===== config.mk =====
export PLATFORM = sky130hd
export DESIGN_NAME = i2c_seq_arbiter_flat
export DESIGN_NICKNAME = d
export VERILOG_FILES = /design/src/rtl/i2c_seq_pkg.sv /design/src/rtl/i2c_seq_arbiter_if.sv /design/src/rtl/i2c_rr_arbiter.sv /design/src/rtl/i2c_seq_arbiter.sv /design/src/flat_wrapper.sv
export SDC_FILE = /design/constraint.sdc
export NUM_CORES = 1
export LEC_CHECK = 0
export ABC_AREA = 1
export CORE_ASPECT_RATIO = 1.1
export CORE_MARGIN = 2
export CORE_UTILIZATION = 25
export DETAILED_ROUTE_END_ITERATION = 7
export GPL_TIMING_DRIVEN = 0
export SKIP_CTS_REPAIR_TIMING = 1
export SLEW_MARGIN = 20
export SYNTH_ARGS = -nofsm -noshare
export SYNTH_HDL_FRONTEND = slang
export SYNTH_HIERARCHICAL = 1
export SYNTH_SLANG_ARGS = --single-unit

===== constraint.sdc =====
create_clock -name clk -period 3.81 [get_ports clk]
set_clock_uncertainty 0.1 [all_clocks]
set_input_delay 0.381 -clock clk [delete_from_list [all_inputs] [get_ports clk]]
set_output_delay 0.381 -clock clk [all_outputs]
set_load 0.01 [all_outputs]

===== src/rtl/i2c_seq_pkg.sv =====
// Shared constants and state encoding for the I2C register-transaction sequencer.
package i2c_seq_pkg;

    localparam int NREQ_DEF    = 2;
    localparam int TIMEOUT_DEF = 1_200_000;
    localparam int DEV_W       = 7;
    localparam int BYTE_W      = 8;

    typedef enum logic [2:0] {
        S_IDLE  = 3'd0,
        S_GRANT = 3'd1,
        S_BYTE1 = 3'd2,
        S_BYTE2 = 3'd3,
        S_DONE  = 3'd4,
        S_RESP  = 3'd5
    } state_t;

endpackage


===== src/rtl/i2c_seq_arbiter_if.sv =====
// Requester-side and I2C-master-side signal bundle for i2c_seq_arbiter.
interface i2c_seq_arbiter_if import i2c_seq_pkg::*; #(
    parameter int NREQ = NREQ_DEF
);

    logic [NREQ-1:0]        req_valid;
    logic [DEV_W*NREQ-1:0]  req_dev;
    logic [NREQ-1:0]        req_rw;
    logic [BYTE_W*NREQ-1:0] req_reg;
    logic [BYTE_W*NREQ-1:0] req_wdata;
    logic [NREQ-1:0]        req_grant;
    logic [NREQ-1:0]        rsp_valid;
    logic [BYTE_W-1:0]      rsp_rdata;
    logic                   rsp_err;

    logic                   m_enable;
    logic [DEV_W-1:0]       m_addr;
    logic                   m_rw;
    logic [BYTE_W-1:0]      m_data_wr;
    logic [BYTE_W-1:0]      m_data_rd;
    logic                   m_ready;
    logic                   m_busy;
    logic                   m_ack_error;

    // The sequencer side drives grants, responses and the master handshake.
    modport master (
        input  req_valid, req_dev, req_rw, req_reg, req_wdata,
        input  m_data_rd, m_ready, m_busy, m_ack_error,
        output req_grant, rsp_valid, rsp_rdata, rsp_err,
        output m_enable, m_addr, m_rw, m_data_wr
    );

    modport slave (
        output req_valid, req_dev, req_rw, req_reg, req_wdata,
        output m_data_rd, m_ready, m_busy, m_ack_error,
        input  req_grant, rsp_valid, rsp_rdata, rsp_err,
        input  m_enable, m_addr, m_rw, m_data_wr
    );

endinterface


===== src/rtl/i2c_rr_arbiter.sv =====
// Combinational round-robin pick: search starts one past the last winner.
module i2c_rr_arbiter #(
    parameter int NREQ = 2
) (
    input  logic [NREQ-1:0]         req,
    input  logic [$clog2(NREQ)-1:0] last,
    output logic [$clog2(NREQ)-1:0] win,
    output logic                    any
);

    localparam int IDX_W = $clog2(NREQ);

    logic [IDX_W-1:0] idx;

    // Walk from lowest to highest priority so the last hit is the winner.
    always_comb begin
        win = '0;
        any = 1'b0;
        idx = '0;
        for (int k = NREQ; k >= 1; k--) begin
            idx = IDX_W'((int'(last) + k) % NREQ);
            if (req[idx]) begin
                win = idx;
                any = 1'b1;
            end
        end
    end

endmodule


===== src/rtl/i2c_seq_arbiter.sv =====
// Shares one I2C byte master between NREQ requesters, running pointer-write + write/read per grant.
// Optional watchdog enabled by defining I2C_SEQ_TIMEOUT_EN.
module i2c_seq_arbiter import i2c_seq_pkg::*; #(
    parameter int NREQ           = NREQ_DEF,
    parameter int TIMEOUT_CYCLES = TIMEOUT_DEF
) (
    input  logic              clk,
    input  logic              rst,
    i2c_seq_arbiter_if.master bus
);

    localparam int IDX_W = $clog2(NREQ);

    if (NREQ < 2 || NREQ > 4 || TIMEOUT_CYCLES < 1) begin : g_bad_param
        $error("i2c_seq_arbiter: NREQ must be 2..4 and TIMEOUT_CYCLES positive");
    end

    state_t            state, state_nx;
    logic [IDX_W-1:0]  last_q, win, win_q;
    logic              any, busy_q, rise, fall, timeout;
    logic [DEV_W-1:0]  dev_q;
    logic              rw_q, err_q;
    logic [BYTE_W-1:0] reg_q, wdata_q, rdata_q;

    i2c_rr_arbiter #(.NREQ(NREQ)) u_rr (
        .req  (bus.req_valid),
        .last (last_q),
        .win  (win),
        .any  (any)
    );

    assign rise = bus.m_busy & ~busy_q;
    assign fall = ~bus.m_busy & busy_q;

`ifdef I2C_SEQ_TIMEOUT_EN
    logic [31:0] wdog_q;

    always_ff @(posedge clk or posedge rst) begin
        if (rst)                  wdog_q <= '0;
        else if (state == S_IDLE) wdog_q <= '0;
        else                      wdog_q <= wdog_q + 32'd1;
    end

    // Fires on the cycle whose successor is the limit, so RESP lands exactly at GRANT+TIMEOUT_CYCLES.
    assign timeout = (state != S_IDLE) && (state != S_RESP) &&
                     (wdog_q >= 32'(TIMEOUT_CYCLES - 1));
`else
    assign timeout = 1'b0;
`endif

    always_ff @(posedge clk or posedge rst) begin
        if (rst) begin
            state  <= S_IDLE;
            last_q <= IDX_W'(NREQ - 1);
            busy_q <= 1'b0;
        end else begin
            state  <= state_nx;
            busy_q <= bus.m_busy;
            if (state == S_RESP) last_q <= win_q;
        end
    end

    // Payload is tracked every IDLE cycle; only the value at the IDLE->GRANT edge is ever used.
    always_ff @(posedge clk) begin
        if (state == S_IDLE) begin
            win_q   <= win;
            dev_q   <= bus.req_dev[DEV_W*win +: DEV_W];
            rw_q    <= bus.req_rw[win];
            reg_q   <= bus.req_reg[BYTE_W*win +: BYTE_W];
            wdata_q <= bus.req_wdata[BYTE_W*win +: BYTE_W];
        end
        if (timeout) begin
            rdata_q <= '0;
            err_q   <= 1'b1;
        end else if (state == S_DONE && fall) begin
            rdata_q <= rw_q ? bus.m_data_rd : '0;
            err_q   <= bus.m_ack_error;
        end
    end

    always_comb begin
        state_nx = state;
        case (state)
            S_IDLE:  if (any && bus.m_ready && !bus.m_busy) state_nx = S_GRANT;
            S_GRANT: state_nx = S_BYTE1;
            S_BYTE1: if (rise) state_nx = S_BYTE2;
            S_BYTE2: if (rise) state_nx = S_DONE;
            S_DONE:  if (fall) state_nx = S_RESP;
            S_RESP:  state_nx = S_IDLE;
            default: state_nx = S_IDLE;
        endcase
        if (timeout) state_nx = S_RESP;
    end

    // Second byte is presented from BYTE2 onward; the master samples it well after its busy rise.
    always_comb begin
        bus.req_grant = '0;
        bus.rsp_valid = '0;
        bus.rsp_rdata = '0;
        bus.rsp_err   = 1'b0;
        bus.m_enable  = 1'b0;
        bus.m_addr    = '0;
        bus.m_rw      = 1'b0;
        bus.m_data_wr = '0;
        case (state)
            S_GRANT: begin
                bus.req_grant[win_q] = 1'b1;
                bus.m_enable         = 1'b1;
                bus.m_addr           = dev_q;
                bus.m_data_wr        = reg_q;
            end
            S_BYTE1: begin
                bus.m_enable  = 1'b1;
                bus.m_addr    = dev_q;
                bus.m_data_wr = reg_q;
            end
            S_BYTE2, S_DONE: begin
                bus.m_enable  = (state == S_BYTE2);
                bus.m_addr    = dev_q;
                bus.m_rw      = rw_q;
                bus.m_data_wr = rw_q ? reg_q : wdata_q;
            end
            S_RESP: begin
                bus.rsp_valid[win_q] = 1'b1;
                bus.rsp_rdata        = rdata_q;
                bus.rsp_err          = err_q;
            end
            default: ;
        endcase
        if (timeout) bus.m_enable = 1'b0;
    end

endmodule

===== src/flat_wrapper.sv =====
// flat-port wrapper written by rule: the top's interface ports become plain ports
module i2c_seq_arbiter_flat import i2c_seq_pkg::*;
#(
    parameter int NREQ           = NREQ_DEF,
    parameter int TIMEOUT_CYCLES = TIMEOUT_DEF
)
  (clk, rst, bus_req_valid, bus_req_dev, bus_req_rw, bus_req_reg, bus_req_wdata, bus_m_data_rd, bus_m_ready, bus_m_busy, bus_m_ack_error, bus_req_grant, bus_rsp_valid, bus_rsp_rdata, bus_rsp_err, bus_m_enable, bus_m_addr, bus_m_rw, bus_m_data_wr);
  i2c_seq_arbiter_if #(.NREQ(NREQ)) bus_i ();
  input  logic clk;
  input  logic rst;
  input wire logic [$bits(bus_i.req_valid)-1:0] bus_req_valid;
  input wire logic [$bits(bus_i.req_dev)-1:0] bus_req_dev;
  input wire logic [$bits(bus_i.req_rw)-1:0] bus_req_rw;
  input wire logic [$bits(bus_i.req_reg)-1:0] bus_req_reg;
  input wire logic [$bits(bus_i.req_wdata)-1:0] bus_req_wdata;
  input wire logic [$bits(bus_i.m_data_rd)-1:0] bus_m_data_rd;
  input wire logic [$bits(bus_i.m_ready)-1:0] bus_m_ready;
  input wire logic [$bits(bus_i.m_busy)-1:0] bus_m_busy;
  input wire logic [$bits(bus_i.m_ack_error)-1:0] bus_m_ack_error;
  output wire logic [$bits(bus_i.req_grant)-1:0] bus_req_grant;
  output wire logic [$bits(bus_i.rsp_valid)-1:0] bus_rsp_valid;
  output wire logic [$bits(bus_i.rsp_rdata)-1:0] bus_rsp_rdata;
  output wire logic [$bits(bus_i.rsp_err)-1:0] bus_rsp_err;
  output wire logic [$bits(bus_i.m_enable)-1:0] bus_m_enable;
  output wire logic [$bits(bus_i.m_addr)-1:0] bus_m_addr;
  output wire logic [$bits(bus_i.m_rw)-1:0] bus_m_rw;
  output wire logic [$bits(bus_i.m_data_wr)-1:0] bus_m_data_wr;
  assign bus_i.req_valid = bus_req_valid;
  assign bus_i.req_dev = bus_req_dev;
  assign bus_i.req_rw = bus_req_rw;
  assign bus_i.req_reg = bus_req_reg;
  assign bus_i.req_wdata = bus_req_wdata;
  assign bus_i.m_data_rd = bus_m_data_rd;
  assign bus_i.m_ready = bus_m_ready;
  assign bus_i.m_busy = bus_m_busy;
  assign bus_i.m_ack_error = bus_m_ack_error;
  assign bus_req_grant = bus_i.req_grant;
  assign bus_rsp_valid = bus_i.rsp_valid;
  assign bus_rsp_rdata = bus_i.rsp_rdata;
  assign bus_rsp_err = bus_i.rsp_err;
  assign bus_m_enable = bus_i.m_enable;
  assign bus_m_addr = bus_i.m_addr;
  assign bus_m_rw = bus_i.m_rw;
  assign bus_m_data_wr = bus_i.m_data_wr;
  i2c_seq_arbiter #(.NREQ(NREQ), .TIMEOUT_CYCLES(TIMEOUT_CYCLES)) u_core (.clk(clk), .rst(rst), .bus(bus_i));
endmodule

### Yosys cells after proc, flatten, opt, wreduce, memory -nomap -nowiden

Cells that the tools add are included.

| storage, ports and cells | value |
|---|---|
| register bits after elaboration | 39 |
| input port bits | 63 |
| output and inout bits | 30 |
| word-level logic and storage cells | 70 |

| operators by class | value |
|---|---|
| add/subtract/negate cells | 2 |
| multipliers | 1 |
| $lt $le $gt $ge | 5 |
| eq/ne operators | 9 |
| shift operators | 3 |
| muxes and demuxes | 26 |
| bitwise operators | 4 |
| reduce and logical (&&, ||, !) cells | 10 |

Operator list:

| operator | number |
|---|---|
| $shiftx 16x5->8 | 2 |
| $mux 8 | 2 |
| $pmux 8 s2 | 1 |
| $pmux 3 s5 | 1 |
| $shiftx 14x5->7 | 1 |
| $mux 1 | 13 |
| $mux 3 | 4 |
| $lt 1x2->1 const B | 4 |
| $mux 7 | 1 |
| $eq 3x2->1 const B | 2 |
| $eq 3x3->1 const B | 2 |
| $ne 2x1->1 const B | 3 |
| $logic_and 1x1->1 | 4 |
| $mul 3x1->4 const A | 1 |
| $mux 2 | 2 |
| $reduce_and 4->1 | 1 |
| $reduce_or 2->1 | 2 |
| $reduce_or 4->1 | 1 |
| $eq 3x1->1 const B | 1 |
| $logic_not 3->1 | 1 |
| $add 1x1->1 const B | 2 |
| $and 1x1->1 | 2 |
| $ne 2x2->1 const B | 1 |
| $not 1->1 | 2 |
| 4 further kinds | 4 |

### Depth between registers and ports, before layout

| depth | value |
|---|---|
| depth after elaboration | 9 |
| gate-level depth with buffers | 8 |
| mapped depth without buffers | 7 |

### By module

Netlist, hierarchy kept.

By module, submodules not included:

| module | instances | cells each | area an instance (µm²) | seq. area each (µm²) |
|---|---|---|---|---|
| i2c_seq_arbiter | 1 | 199 | 2,070.7 | 1,147.4 |
| i2c_rr_arbiter | 1 | 3 | 15.0 | 0.0 |

### Least setup slack after synthesis

Ideal clock, no wire load.

| path | value |
|---|---|
| path kind | reg2reg |
| from | register u_core.state[2] |
| to | register u_core.dev_q[0], enable pin |
| setup time | 0.438 ns |
| arrival | 2.271 ns |
| required time | 3.272 ns |
| setup slack | 1.000 ns |
| stages on the path, launching flop included | 2 |
| path buffers | 0 |
| period minus slack after synthesis | 2.810 ns |
| cell sequence | dfrtp_1 nor3_1 |

| between the ends | value |
|---|---|
| cells in the longest elaborated chain, start to end | 1 |

Ends and longest elaborated chain:

| what | RTL line | text |
|---|---|---|
| from (decl) | i2c_seq_arbiter.sv:18 | `state_t state, state_nx;` |
| from (signal assigned) | i2c_seq_arbiter.sv:57 | `state <= state_nx;` |
| $logic_not 3->1 | i2c_seq_arbiter.sv:65 | `if (state == S_IDLE) begin` |
| to (signal assigned) | i2c_seq_arbiter.sv:67 | `dev_q <= bus.req_dev[DEV_W*win +: DEV_W];` |
| to (decl) | i2c_seq_arbiter.sv:21 | `logic [DEV_W-1:0] dev_q;` |

Every way passes these cells.
A chain may end at the register's enable or synchronous reset.

### Final worst setup path

| path | value |
|---|---|
| from | register u_core.rw_q |
| to | output port bus_m_data_wr[4] |

| between the ends | value |
|---|---|
| cells in the longest elaborated chain, start to end | 2 |

Ends and longest elaborated chain:

| what | RTL line | text |
|---|---|---|
| from (decl) | i2c_seq_arbiter.sv:22 | `logic rw_q, err_q;` |
| from (signal assigned) | i2c_seq_arbiter.sv:68 | `rw_q <= bus.req_rw[win];` |
| $mux 8 | i2c_seq_arbiter.sv:121 | `bus.m_data_wr = rw_q ? reg_q : wdata_q;` |
| $pmux 8 s2 | i2c_seq_arbiter.sv:105 | `case (state)` |
| to (decl) | flat_wrapper.sv:27 | `output wire logic [$bits(bus_i.m_data_wr)-1:0] bus_m_data_wr;` |

Every way passes these cells.

==> flow_summary_export.csv <==
group,metric,value,unit
drt,drc,0,
setup_path,critPathKind,"register to output pin",
setup_path,r2r_slack,1.90,ns
yosys,syn-mean-instance-area,10.33,um^2
power_and_ir_drop,cellLeakagePower,1.374,nW
die,start_util,26.08,%
clock_network,clock-sinks,39,
drt,via_per_inst,4.024,
yosys,synth_area_leaders,"edfxtp_1 (49%), mux2_2 (13%), inv_1 (7.0%), nand2_1 (6.8%), dfrtp_1 (4.8%)",
global_routing,use_met3,3.754,%
global_routing,grt_pass1_vias,1737,
global_routing,grt-ovfl-total,0,
clock_network,cts_buffer_depth,2,
place,dp.cells,404,
timing,fmax,388.8,MHz
yosys,synthAdderAreaFrac,0,%
global_routing,antenna_found_initial,0,
drt,vias,1654,
place,hpwlAfterDp,3.749,mm
yosys,ys_warn_count,6,
yosys,synthSimpleGateAreaFrac,17.88,%
drt,ant_nets,0,
drt,wl_per_cell,11.76,um
yosys,yosys.area.top_type_share,48.95,%
yosys,syn_area,2086,um^2
timing,setup_violations,0,
drt,routed_wl,4.833,mm
power_and_ir_drop,fin_total_pwr,0.001793,W
setup_path,cp_top_family,"buffers and inverters",
yosys,netlist-cell-type-count,24,
setup_path,cp-start-kind,"register",
power_and_ir_drop,power.density,552.8,nW/um^2
yosys,synthFlopType,"edfxtp_1",
setup_path,crit_fanout,10,
layout,area_delta_synth_final,55.49,%
timing,fin_crit_sh,67.51,%
yosys,yosys.area.top_type,"edfxtp_1",
setup_path,arrival,2.09,ns
die,die_h,99.80,um
yosys,synth_mux_area_share,12.96,%
yosys,async_flop_share,12.82,%
worst_hold_path,hold_path_class,"input port to async pin",
timing,holdWs,0.1893,ns
timing,rsz0062_at_grt,"no",
global_routing,grt_max_degree,12,
clock_network,worstSkewPairLatency,0.28,ns
setup_path,cp.required,3.33,ns
global_routing,groute.layer.met1.usage,12.92,%
drt,drtPass1Iterations,4,
setup_path,end_kind,"output pin",
power_and_ir_drop,ir_drop,172.5,uV
layout,nNetsFinal,366,
layout,drive_above_1_share,17.16,%
yosys,synth_compound_area_share,4.319,%
clock_network,clk_pin_slew,0.07,ns
clock_network,root_buffer,"clkbuf_8",
global_routing,grt_pass1_wl,8.100,mm
global_routing,busiest_layer,"met2",
yosys,syn-num-nets,265,
die,die-area,9091,um^2
layout,fin_cells,411,
layout,diodes,0,
yosys,ys_ff_latch,39,
yosys,synth_edf_count,34,
place,gp_congestion,0.7048,
timing,hold_viol,0,
setup_path,cpMaxStageDelayCell,"clkdlybuf4s50_1",
die,dieWidth,91.09,um
yosys,synth_xor_area_share,0,%
die,num_rows,34,
yosys,synth_top_family_by_area,"simple AND/OR/NAND/NOR gates",
drt,first_iter_violations,49,
timing,drv_slew,0,
timing,tightestPinTransition,0.7604,ns
timing,slew_headroom,49.03,%
global_routing,grt.total_usage,11.01,%
clock_network,cts_tree,"built",
timing,min_period,2.572,ns
setup_path,max_stage_delay,0.56,ns
place,io_buffer_count,92,
global_routing,met2_usage,19.49,%
setup_path,cp.buffers_inverters,4,
job,drv_cap,0,
yosys,synthCells,202,
status,status,"complete, no violations",
die,core,7998,um^2
clock_network,numCtsBuffers,5,
clock_network,htree_levels,2,
die,boundaryPins,93,
setup_path,path_cells,"buf_6, inv_1, buf_2, nand2_1, o21ai_0, nand2_1, o21ai_0, clkdlybuf4s50_1",
yosys,synth_seq_area_share,55.01,%
## cell usage after synthesis (3+ instances only)
master	number
o21ai_0	15
nand2_1	38
nand4_1	3
nand2_4	3
nor2_1	14
dfrtp_1	4
buf_2	5
inv_1	39
edfxtp_1	34
mux2_2	24
nand3_1	7
## worst reg2reg max path, stage by stage, from the launching register on
cell and delay [ns]:
dfrtp_1 0.51, nor3_2 0.69, buf_4 0.32
## registers in the layout, summed over array words and instances (netlist names), 3 cells and up
name and flops:
u_core/rdata_q 8, u_core/reg_q 8, u_core/wdata_q 8, u_core/dev_q 7, u_core/state 3
## cells in the final DEF (no fill, tap or decap), types with 4 or more instances in the layout
cell type,instances
inv_1,39
clkdlybuf4s50_1,92
mux2_2,24
nor2_1,14
o21ai_0,15
nand2_1,38
edfxtp_1,34
nand3_1,7
dfrtp_1,4
buf_2,5
clkbuf_8,5
## layer usage
metal  wire, um  vias up  part of all wire [%]
met2       2407       68                    50
met1       1995      725                    41
li1           -      857                     -
met4         31        0                  0.64
met5          0        -                     0
met3        398        4                   8.2
## final cells by class
class | count | area, um^2
buffer | 8 | 55.05
clock buffer | 5 | 68.82
clock inverter | 2 | 8.758
fill | 826 | 4755
inverter | 40 | 150.1
multi-input combinational | 115 | 738.2
sequential | 39 | 1147
tap | 108 | 135.1
timing repair buffer | 94 | 939.7
## where the power goes
group          internal (W)  leakage, nW  total (W)  switching (W)
logic              0.000444        0.961   0.000905       0.000461
clock network      0.000122       0.0414   0.000262       0.000140
registers          0.000592        0.372   0.000626      0.0000335
## kinds of logic (layout without fill, tap and decap cells)
| family | count (synthesis) | after routing |
|---|---|---|
| flops | 39 | 39 |
| mux | 24 | 24 |
| buf+inv | 48 | 149 |
| simple gates | 73 | 73 |
| compound gates | 18 | 18 |
## metrics by stage
step                setup slack (ns)  utilization [%]  instance area [um^2]  TNS, ns
finish                         1.238            40.55                  3243        0
global route                   1.035            40.55                  3243        0
global placement           -0.006001            39.28                  3142  -0.1241
CTS                            1.194            40.55                  3243        0
floorplan                      1.000                -                  2086        0
detailed placement             1.440            39.58                  3166        0
## worst paths after layout
kind	start	endpoint	depth (start not counted)
min in group clk	u_core/last_q$_DFFE_PP1N_	u_core/last_q$_DFFE_PP1N_	2
worst min register to register	u_core/last_q$_DFFE_PP1N_	u_core/last_q$_DFFE_PP1N_	2
worst max register to register	u_core/state[2]$_DFFE_PP0P_	u_core/dev_q[0]$_DFFE_PN_	2
worst max-delay path	u_core/rw_q$_DFFE_PN_	bus_m_data_wr[4]	8
worst min-delay path	rst	u_core/state[2]$_DFFE_PP0P_	2
max in group asynchronous	rst	u_core/last_q$_DFFE_PP1N_	2
(Power assumes the default switching activity.)
